$ cat src/rtl/bitwise_logic_pipe.sv
// Two-stage valid/ready pipeline of bitwise, logical, inversion-concatenation and
// sticky OR-accumulate operations on a pair of WIDTH-bit operands.
module bitwise_logic_pipe #(
  parameter int WIDTH = 8
) (
  input  logic               clk,
  input  logic               reset,
  input  logic               in_valid,
  output logic               in_ready,
  input  logic [WIDTH-1:0]   in_a,
  input  logic [WIDTH-1:0]   in_b,
  input  logic [2:0]         in_op,
  output logic               out_valid,
  input  logic               out_ready,
  output logic [2*WIDTH-1:0] out_result,
  output logic               out_logical,
  output logic               out_zero,
  output logic               out_err
);
  localparam int STAGES = 2;

  typedef struct packed {
    logic [WIDTH-1:0] a;
    logic [WIDTH-1:0] b;
    logic [2:0]       op;
  } req_t;

  typedef struct packed {
    logic [2*WIDTH-1:0] result;
    logic               logical;
    logic               zero;
    logic               err;
  } rsp_t;

  logic [STAGES:1]  vld_pipe;
  req_t             s1_q;
  rsp_t             s2_q, s2_d;
  logic [WIDTH-1:0] acc_q, acc_nxt;
  logic             s2_adv, a_nz, b_nz;

  assign s2_adv   = !vld_pipe[2] || out_ready;
  assign in_ready = !vld_pipe[1] || s2_adv;

  assign a_nz = |s1_q.a;
  assign b_nz = |s1_q.b;

  always_comb begin
    s2_d    = '0;
    acc_nxt = acc_q;
    case (s1_q.op)
      3'd0: begin
        s2_d.result  = {{WIDTH{1'b0}}, s1_q.a | s1_q.b};
        s2_d.logical = a_nz || b_nz;
      end
      3'd1: begin
        s2_d.result  = {{WIDTH{1'b0}}, s1_q.a & s1_q.b};
        s2_d.logical = a_nz && b_nz;
      end
      3'd2: begin
        s2_d.result  = {{WIDTH{1'b0}}, s1_q.a ^ s1_q.b};
        s2_d.logical = a_nz ^ b_nz;
      end
      3'd3: begin
        s2_d.result  = {~s1_q.b, ~s1_q.a};
        s2_d.logical = !(a_nz || b_nz);
      end
      3'd4: begin
        s2_d.result  = {{WIDTH{1'b0}}, ~(s1_q.a | s1_q.b)};
        s2_d.logical = !(a_nz || b_nz);
      end
      3'd5: begin
        acc_nxt      = acc_q | s1_q.a;
        s2_d.result  = {{WIDTH{1'b0}}, acc_nxt};
        s2_d.logical = |acc_nxt;
      end
      3'd6: acc_nxt  = '0;
      default: s2_d.err = 1'b1;
    endcase
    s2_d.zero = (s2_d.result == '0);
  end

  // acc only moves together with the S1->S2 transfer, so a stall never replays it
  always_ff @(posedge clk) begin
    if (reset) begin
      vld_pipe <= '0;
      s1_q     <= '0;
      s2_q     <= '0;
      acc_q    <= '0;
    end else begin
      if (in_ready) begin
        vld_pipe[1] <= in_valid;
        if (in_valid) s1_q <= '{a: in_a, b: in_b, op: in_op};
      end
      if (s2_adv) begin
        vld_pipe[2] <= vld_pipe[1];
        if (vld_pipe[1]) begin
          s2_q  <= s2_d;
          acc_q <= acc_nxt;
        end
      end
    end
  end

  assign out_valid   = vld_pipe[2];
  assign out_result  = s2_q.result;
  assign out_logical = s2_q.logical;
  assign out_zero    = s2_q.zero;
  assign out_err     = s2_q.err;
endmodule

$ cat config.mk
export PLATFORM = sky130hd
export DESIGN_NAME = bitwise_logic_pipe
export DESIGN_NICKNAME = d
export VERILOG_FILES = /design/src/rtl/bitwise_logic_pipe.sv
export SDC_FILE = /design/constraint.sdc
export NUM_CORES = 1
export LEC_CHECK = 0
export BUFFER_PORTS_ARGS = -buffer_cell sky130_fd_sc_hd__clkbuf_2
export CAP_MARGIN = 10
export CELL_PAD_IN_SITES_DETAIL_PLACEMENT = 1
export CELL_PAD_IN_SITES_GLOBAL_PLACEMENT = 1
export CORE_ASPECT_RATIO = 0.6
export CORE_MARGIN = 2
export CORE_UTILIZATION = 30
export DETAILED_ROUTE_END_ITERATION = 16
export PLACE_DENSITY_LB_ADDON = 0.1
export SYNTH_ARGS = -nofsm -noshare
export SYNTH_HDL_FRONTEND = slang
export SYNTH_SLANG_ARGS = --single-unit
$ cat constraint.sdc
create_clock -name clk -period 2.5 [get_ports clk]
set_input_delay 0.625 -clock clk [delete_from_list [all_inputs] [get_ports clk]]
set_output_delay 0.625 -clock clk [all_outputs]
set_load 0.005 [all_outputs]
## Word level (Yosys, flattened, before mapping)

Cells that the tools add are included.

| storage, ports and cells | value |
|---|---|
| register bits | 48 |
| output and inout bits | 21 |
| logic and storage cells | 44 |

| cells by class | value |
|---|---|
| multiplexer cells | 3 |
| eq/ne operators | 6 |
| reduce and logical (&&, ||, !) cells | 17 |
| bitwise gates (word level) | 8 |

Operators with widths:

| cell | count |
|---|---|
| $pmux W17 S6 | 1 |
| $not A8 Y8 | 3 |
| $reduce_or A8 Y1 | 3 |
| $logic_not A16 Y1 | 1 |
| $or A8 B8 Y8 | 2 |
| $pmux W8 S2 | 1 |
| $eq A3 B3 Y1 const B | 3 |
| $and A8 B8 Y8 | 1 |
| $xor A8 B8 Y8 | 1 |
| $reduce_or A7 Y1 | 1 |
| $eq A3 B2 Y1 const B | 2 |
| $reduce_and A2 Y1 | 2 |
| $eq A3 B1 Y1 const B | 1 |
| $logic_not A1 Y1 | 3 |
| $logic_not A3 Y1 | 1 |
| $logic_or A1 B1 Y1 | 3 |
| $reduce_and A3 Y1 | 1 |
| $reduce_bool A2 Y1 | 1 |
| $logic_and A1 B1 Y1 | 1 |
| $mux W1 | 1 |
| $xor A1 B1 Y1 | 1 |

## Depth between registers and ports, before layout

Gate-level depths: netlist of run 1.

| logic depth | value |
|---|---|
| depth in word-level cells | 5 |
| gate-level depth with buffers | 8 |
| gate-level depth less buffers | 8 |

## Worst setup path after synthesis of run 1

No wires, ideal clock.

| path | value |
|---|---|
| path type | reg2reg |
| start point | register s1_q[14] (netlist bit) |
| end point | register s2_q, in the netlist out_zero |
| clock period less this slack | 1,744 ps |
| cell stages (with the launch flop) | 8 |
| setup time | 116 ps |
| arrival | 1,629 ps |
| data required time | 2,384 ps |
| path slack | 756 ps |
| path buffers | 0 |
| cells stage by stage | dfxtp_1 > inv_1 > ha_1 > inv_1 > mux4_2 > a21oi_1 > a2111oi_2 > a31o_1 |

| on the way | value |
|---|---|
| cells in the longest elaborated chain, start to end | 4 |
| elaborated cells between the ends (all ways) | 8 |
| classes of those cells | mux (1); bitwise (6); reduce/logical (1) |

Ends and longest elaborated chain:

| item | RTL line | RTL |
|---|---|---|
| from (decl) | 36 | `req_t s1_q;` |
| from (signal assigned) | 92 | `if (in_valid) s1_q <= '{a: in_a, b: in_b, op: in_op};` |
| $or A8 B8 Y8 | 52, 68 |  |
| $not A8 Y8 | 68 | `s2_d.result = {{WIDTH{1'b0}}, ~(s1_q.a \| s1_q.b)};` |
| $pmux W17 S6 (*) | 50 | `case (s1_q.op)` |
| $logic_not A16 Y1 (*) | 79 | `s2_d.zero = (s2_d.result == '0);` |
| to (signal assigned) | 87 | `s2_q <= '0;` |
| to (signal assigned) | 97 | `s2_q <= s2_d;` |
| to (decl) | 37 | `rsp_t s2_q, s2_d;` |

Mark *: on every way between the ends. The rest lies on a longest branch, timed or not.
A chain may end at the register's enable or synchronous reset.

## Worst setup path after layout of run 1

| path | value |
|---|---|
| start point | register s1_q[3] (netlist bit) |
| end point | register s2_q, in the netlist out_zero |

Same word-level chain as after synthesis.

==> results of run 1 <==
[worst paths after layout]
| check | start | endpoint | slack, ps |
|---|---|---|---|
| setup / recovery | s1_q[3] | out_zero | 430 |
| hold / removal | out_result[7] | out_result[7] | 450 |
| setup reg to reg | s1_q[3] | out_zero | 430 |
| hold reg to reg | out_result[7] | out_result[7] | 450 |
[area by class of cell]
type / instances / area (µm²) / area share
multi-input cells: 230 / 1430 / 0.4663
flip-flops and latches: 48 / 960.9 / 0.3133
repair buffers: 53 / 290.3 / 0.09466
well taps: 112 / 140.1 / 0.04570
clock buffers: 5 / 125.1 / 0.04080
inverters: 24 / 90.09 / 0.02938
clock inverters: 1 / 30.03 / 0.009792
[worst min-delay path: cells and delay by family, from the launching register on]
kind | cells | cell delay, ps
flip-flops | 1 | 310
AND/OR/NAND/NOR | 1 | 50
AO/OA/AOI/OAI | 1 | 50
[power by group]
part           internal (mW)  leakage (nW)  total, mW  switching (mW)
sequential             0.796         0.392      0.839          0.0434
combinational          0.122         0.843      0.280           0.158
clock                  0.461        0.0757      0.746           0.285
total                   1.38          1.31       1.87           0.487
[routing by layer]
metal | track usage | wire [µm] | vias to the layer above
met5 | 0 | 0 | -
met4 | 0.03371 | 59 | 0
met3 | 0.03668 | 241 | 7
met2 | 0.2571 | 2964 | 38
met1 | 0.2453 | 4087 | 1120
li1 | - | - | 1182
[placed cells by master (no fill, tap or decap), types with 2 or more instances in the layout]
master / instances
dfxtp_1: 48
nor2_1: 47
nand2_1: 45
clkbuf_2: 43
a21oi_1: 27
inv_1: 23
ha_1: 18
buf_4: 10
a22oi_1: 8
a2bb2oi_1: 8
nor3_1: 8
a211oi_1: 8
nor4_1: 5
nor2b_1: 5
o21ai_0: 5
clkbuf_16: 5
nand4_1: 4
nand2b_1: 3
a211o_1: 3
nand3_1: 2
mux2i_1: 2
a311oi_1: 2
xor2_1: 2
a31oi_1: 2
nor3b_1: 2
a221oi_1: 2
mux4_2: 2
[cell families (layout without fill, tap and decap cells)]
kind of cell             Yosys count  in the layout  synth area share
AND/OR/NAND/NOR                  130            130            0.2265
AO/OA/AOI/OAI                     74             74            0.1965
flip-flops                        48             48            0.3708
buffers and inverters             43             83           0.07726
adder cells (fa/ha/maj)           18             18           0.08692
multiplexers                       6              6           0.03525
XOR/XNOR                           2              2          0.006761
[state kept, by name (all words and copies together) (netlist names)]
signal and count:
vld_pipe 2, out_result 16, acc_q 8, out_err 1
out_logical 1, s1_q 19, out_zero 1
==> metrics, run 1 <==
worst-path maximum fanout 6; Overall Global Routing Usage 0.1688; Core Util, Final 0.3626; core region area 8458 µm²; flop and latch count out of synthesis 48; count of boundary I/O pins 44; post-layout net count 403; cell area after placement roughly 2900 µm²; type of element capturing the critical path flop; post-place setup slack 450.1 ps; CP cell instances inv_1 -> ha_1 -> mux2_4 -> a221oi_1 -> and4_1 -> a31o_1; Pwr Density 608.3 nW/µm²; top_reg_cell synth dfxtp_1; count of cell instances traversed by the critical path 6; number of placed cells counting well taps 467; area of all placed cells without fillers 3067 µm²; Pins Over Slew Limit 0; Final Non-Filler Cells 473; cts repair resizes 0; Cells after Synth 321; post-synth net total 362; Static Leak 1.311 nW; cell family contributing the most delay on the critical path flip-flops; critical path start-end classification reg -> reg; clock period minus final worst setup slack about 2100 ps; required time of the critical path 2740 ps; placer's final routability congestion estimate 0.7869; starting density of the core 0.3064; run status completed; Remaining Overflow, GRT 0; Cell Area, Synth 2591 µm²; Synth top cells by count dfxtp_1 (48), nor2_1 (47), nand2_1 (45); number of antenna violations at the first check in global routing 0; total of endpoints with negative setup slack in the final report 0; average vias per placed instance 4.962; remaining max-slew budget at the tightest pin 0.6282; share of the synthesized area in the top cell type 0.3708; main area contributors after synthesis dfxtp_1 (37%), ha_1 (8.7%), nor2_1 (6.8%); WHS Path Cells 2; # hold bufs at CTS 0; width of the die 124.0 µm; ANT nets after route 0; number of antenna cells inserted 0; CTS tree done; Row Count 26; Post-Synthesis Mean Instance Area 8.072 µm²; Post-Route Skew 4.281 ps; First-pass DRT Iterations 4; Register-to-Register Path Depth 6; unrepaired setup endpoints after global routing no; fillcell total 1062; post-route DRC violation count 0; root buffer selected by CTS clkbuf_16; Max Root-Sink Buffers 2; largest net degree at the start of global routing 49; largest stage delay on the critical path 540 ps; Setup Fix Bufs, Post-CTS 0; port bufs 43; classification of the worst-slack hold path reg -> reg; hold slack 454.9 ps; fraction of the cycle the final worst path needs 0.8260; cell with the biggest individual delay on the critical path dfxtp_1; setup TNS 0 ps; count of maximum capacitance violations 0; critical path data arrival time 2300 ps; number of DRC markers in iteration 0 54; Routed wire per std cell 15.55 µm; warning count from the yosys run 0; top-count cell post-synth dfxtp_1; final hold violation count 0; clk sink count 48; number of synthesized flops with an enable pin 0; CTS H-tree depth 2; transition time at the pin with the least slew margin 554.7 ps; portion of the post-synthesis area used by sequential elements 0.3708; area leader, netlist dfxtp_1; post-layout worst setup margin 434.9 ps; die footprint 9421 µm²; count of distinct cell types in the synthesized netlist 50; area growth from synthesis to final layout 18.35%; post-layout total power 1.866 mW; clock transition at the registers of the reported paths 60 ps; number of buffers created by CTS 5; worst vdd ir about 0.00026 V; kind of launch point of the worst setup path flop; via count of the first global-routing pass 2414; Achievable Freq 0.4842 GHz; die boundary height between 70 and 80 µm; HPWL after detailed placement 5529 µm; ratio of cells with drive above 1 in the final layout 0.1911; worst path bufs/invs 1; first-pass GRT wire length roughly 12000 µm; share of async-settable or async-resettable flops after synthesis 0; wire length reported by the detailed router 7353 µm; number of vias after detailed routing roughly 2.3k; Clock Latency Late Sink 290 ps
Power figures use the tool's default switching activity.
==> inputs of run 2 (changes only) <==
==> constraint.sdc (replaced) <==
create_clock -name clk -period 2.1 [get_ports clk]
set_input_delay 0.525 -clock clk [delete_from_list [all_inputs] [get_ports clk]]
set_output_delay 0.525 -clock clk [all_outputs]
set_load 0.005 [all_outputs]
==> metrics, run 2 (synthesis gave the netlist of run 1 again) <==
run status completed; FF-to-FF Start s1_q[7]; sequential share of power 0.414 (-0.036); number of vias after detailed routing 2416 (+2.9%); number of DRC markers in iteration 0 91 (+69%); CTS tree done; worst vdd ir 0.0002996 V (+16%); post-route DRC violation count 0 (unchanged); classification of the worst-slack hold path in -> reg; end of the worst hold path s1_q[5]; width of the die 124.0 µm (unchanged); transition time at the pin with the least slew margin 856.4 ps (+301.7 ps); count of maximum capacitance violations 0 (unchanged); Setup Fix Bufs, Post-CTS 0 (unchanged); Routed wire per std cell 16.01 µm (+3.0%); clock period minus final worst setup slack 1940 ps (-125.4 ps); die boundary height 75.99 µm (unchanged); commonest cells after routing, fill and taps aside nor2_1 (47), dfxtp_1 (46), nand2_1 (45), clkbuf_2 (43), a21oi_1 (27); ratio of cells with drive above 1 in the final layout 0.2183 (+0.02719); clk sink count 48 (unchanged); largest net degree at the start of global routing 49 (unchanged); hold slack 443.3 ps (-11.62 ps); Overall Global Routing Usage 0.1767 (+0.007874); First-pass DRT Iterations 4 (unchanged); first-pass GRT wire length 13010 µm (+5.5%); area growth from synthesis to final layout 22.26%; register-to-register setup slack 160 ps (-270 ps); GR met3 Demand/Resource 0.03817 (+0.001497); WHS Path Cells 3 (+1); fillcell total 1052 (-0.94%); type of element capturing the critical path flop; Pwr Density 760.9 nW/µm² (+25%); Static Leak 1.369 nW (+4.4%); met1 usage in global routing 0.2716 (+0.02629); fraction of the cycle the final worst path needs 0.9236 (+0.09761); critical path start-end classification reg -> reg; met2 layer usage reported by global route 0.2522 (-0.004945); root buffer selected by CTS clkbuf_16; starting density of the core 0.3064 (unchanged); via count of the first global-routing pass 2492 (+3.2%); net load switching power 622.4 µW (+28%); net switching share of the total power 0.2582 (-0.002734); HPWL after detailed placement 5780 µm (+4.6%); count of boundary I/O pins 44 (unchanged); Pins Over Slew Limit 0 (unchanged); number of buffers created by CTS 5 (unchanged); Row Count 26 (unchanged); die footprint 9421 µm² (unchanged); worst-path maximum fanout 6 (unchanged); launch instance of the worst min-delay path in_b[2]; post-layout worst setup margin 160.4 ps (-274.6 ps); Top reg by flops s1_q; critical path data arrival time 2130 ps (-170 ps); clock transition at the registers of the reported paths 70 ps (about the same); unrepaired setup endpoints after global routing no; setup TNS 0 ps (unchanged); cell internal pwr 1.788 mW (+30%); required time of the critical path 2290 ps (-450 ps); ANT nets after route 0 (unchanged); number of antenna cells inserted 0 (unchanged); total of endpoints with negative setup slack in the final report 0 (unchanged); placer's final routability congestion estimate 0.8363 (+6.3%); kind of launch point of the worst setup path flop; Achievable Freq 0.5156 GHz (+6.5%); # hold bufs at CTS 0 (unchanged); post-layout total power 2.411 mW (+29%); port bufs 43 (unchanged); Clock Latency Late Sink 300 ps (about the same); CTS H-tree depth 2 (unchanged); core region area 8458 µm² (unchanged); Clk network pwr share 0.442 (+0.042); Max Root-Sink Buffers 2 (unchanged); cts repair resizes 0 (unchanged); combined flip-flop and latch cell area 963.4 µm² (+0.26%); commonest non-fill, non-tap cell in the layout nor2_1; Register-to-Register Path Depth 7 (+1); post-place setup slack 131.3 ps (-318.9 ps); post-layout net count 411 (+2.0%); number of antenna violations at the first check in global routing 0 (unchanged); remaining max-slew budget at the tightest pin 0.4290 (-0.1991); grt peak-use layer met1; wire length reported by the detailed router 7735 µm (+5.2%); Core Util, Final 0.3746 (+0.01198); worst reg2reg path endpoint out_zero; total area of multi-input combinational cells 1430 µm² (unchanged); final hold violation count 0 (unchanged); number of flip-flops under the largest register name 19 (unchanged); Comb power frac 0.144 (-0.006); average vias per placed instance 5.002 (+0.81%); Remaining Overflow, GRT 0 (unchanged); Post-Route Skew 6.710 ps (+2.430 ps)
## run 2: layout make-up
type | count | area share
multi-input cells | 230 | 0.4514
flip-flops and latches | 48 | 0.3041
repair buffers | 61 | 0.1106
clock buffers | 5 | 0.03949
well taps | 112 | 0.04423
clock inverters | 3 | 0.02172
inverters | 24 | 0.02844
## run 2: how the worst max path moves through the flow
stage               slack (ps)        to  cells past startpoint     start
finish                     160  out_zero                      7   s1_q[7]
global route                40  out_zero                      7   s1_q[7]
global placement           160  out_zero                      7  s1_q[18]
detailed placement         130  out_zero                      7  s1_q[18]
floorplan                  360  out_zero                      7  s1_q[14]
CTS                         40  out_zero                      7  s1_q[18]
## run 2: layer usage
metal | up-vias | part of all wire
met3 | 6 | 0.032
met2 | 35 | 0.41
li1 | 1205 | -
met1 | 1170 | 0.55
met4 | 0 | 0.0081
met5 | - | 0
## run 2: worst max-delay path: stages (launching register included)
cell and delay, ps:
dfxtp_1 450, inv_1 90, ha_1 280, inv_1 30, mux4_2 480, a21oi_1 200
a2111oi_2 70, a31o_1 230
## run 2: stage by stage
stage               cell area (µm²)  cells
floorplan                      2591    321
global route                   3168    483
global placement               2972    475
finish                         3168    483
CTS                            3166    483
detailed placement             2972    475
## run 2: power groups by stage
stage                     clock network, mW  logic, mW  registers [mW]
after detailed placement                  0      0.350            1.02
after global placement                    0      0.344            1.02
final                                  1.07      0.347           0.997
after floorplan                           0      0.238            1.00
after CTS                              1.09      0.353           0.998
after global routing                   1.14      0.395            1.01
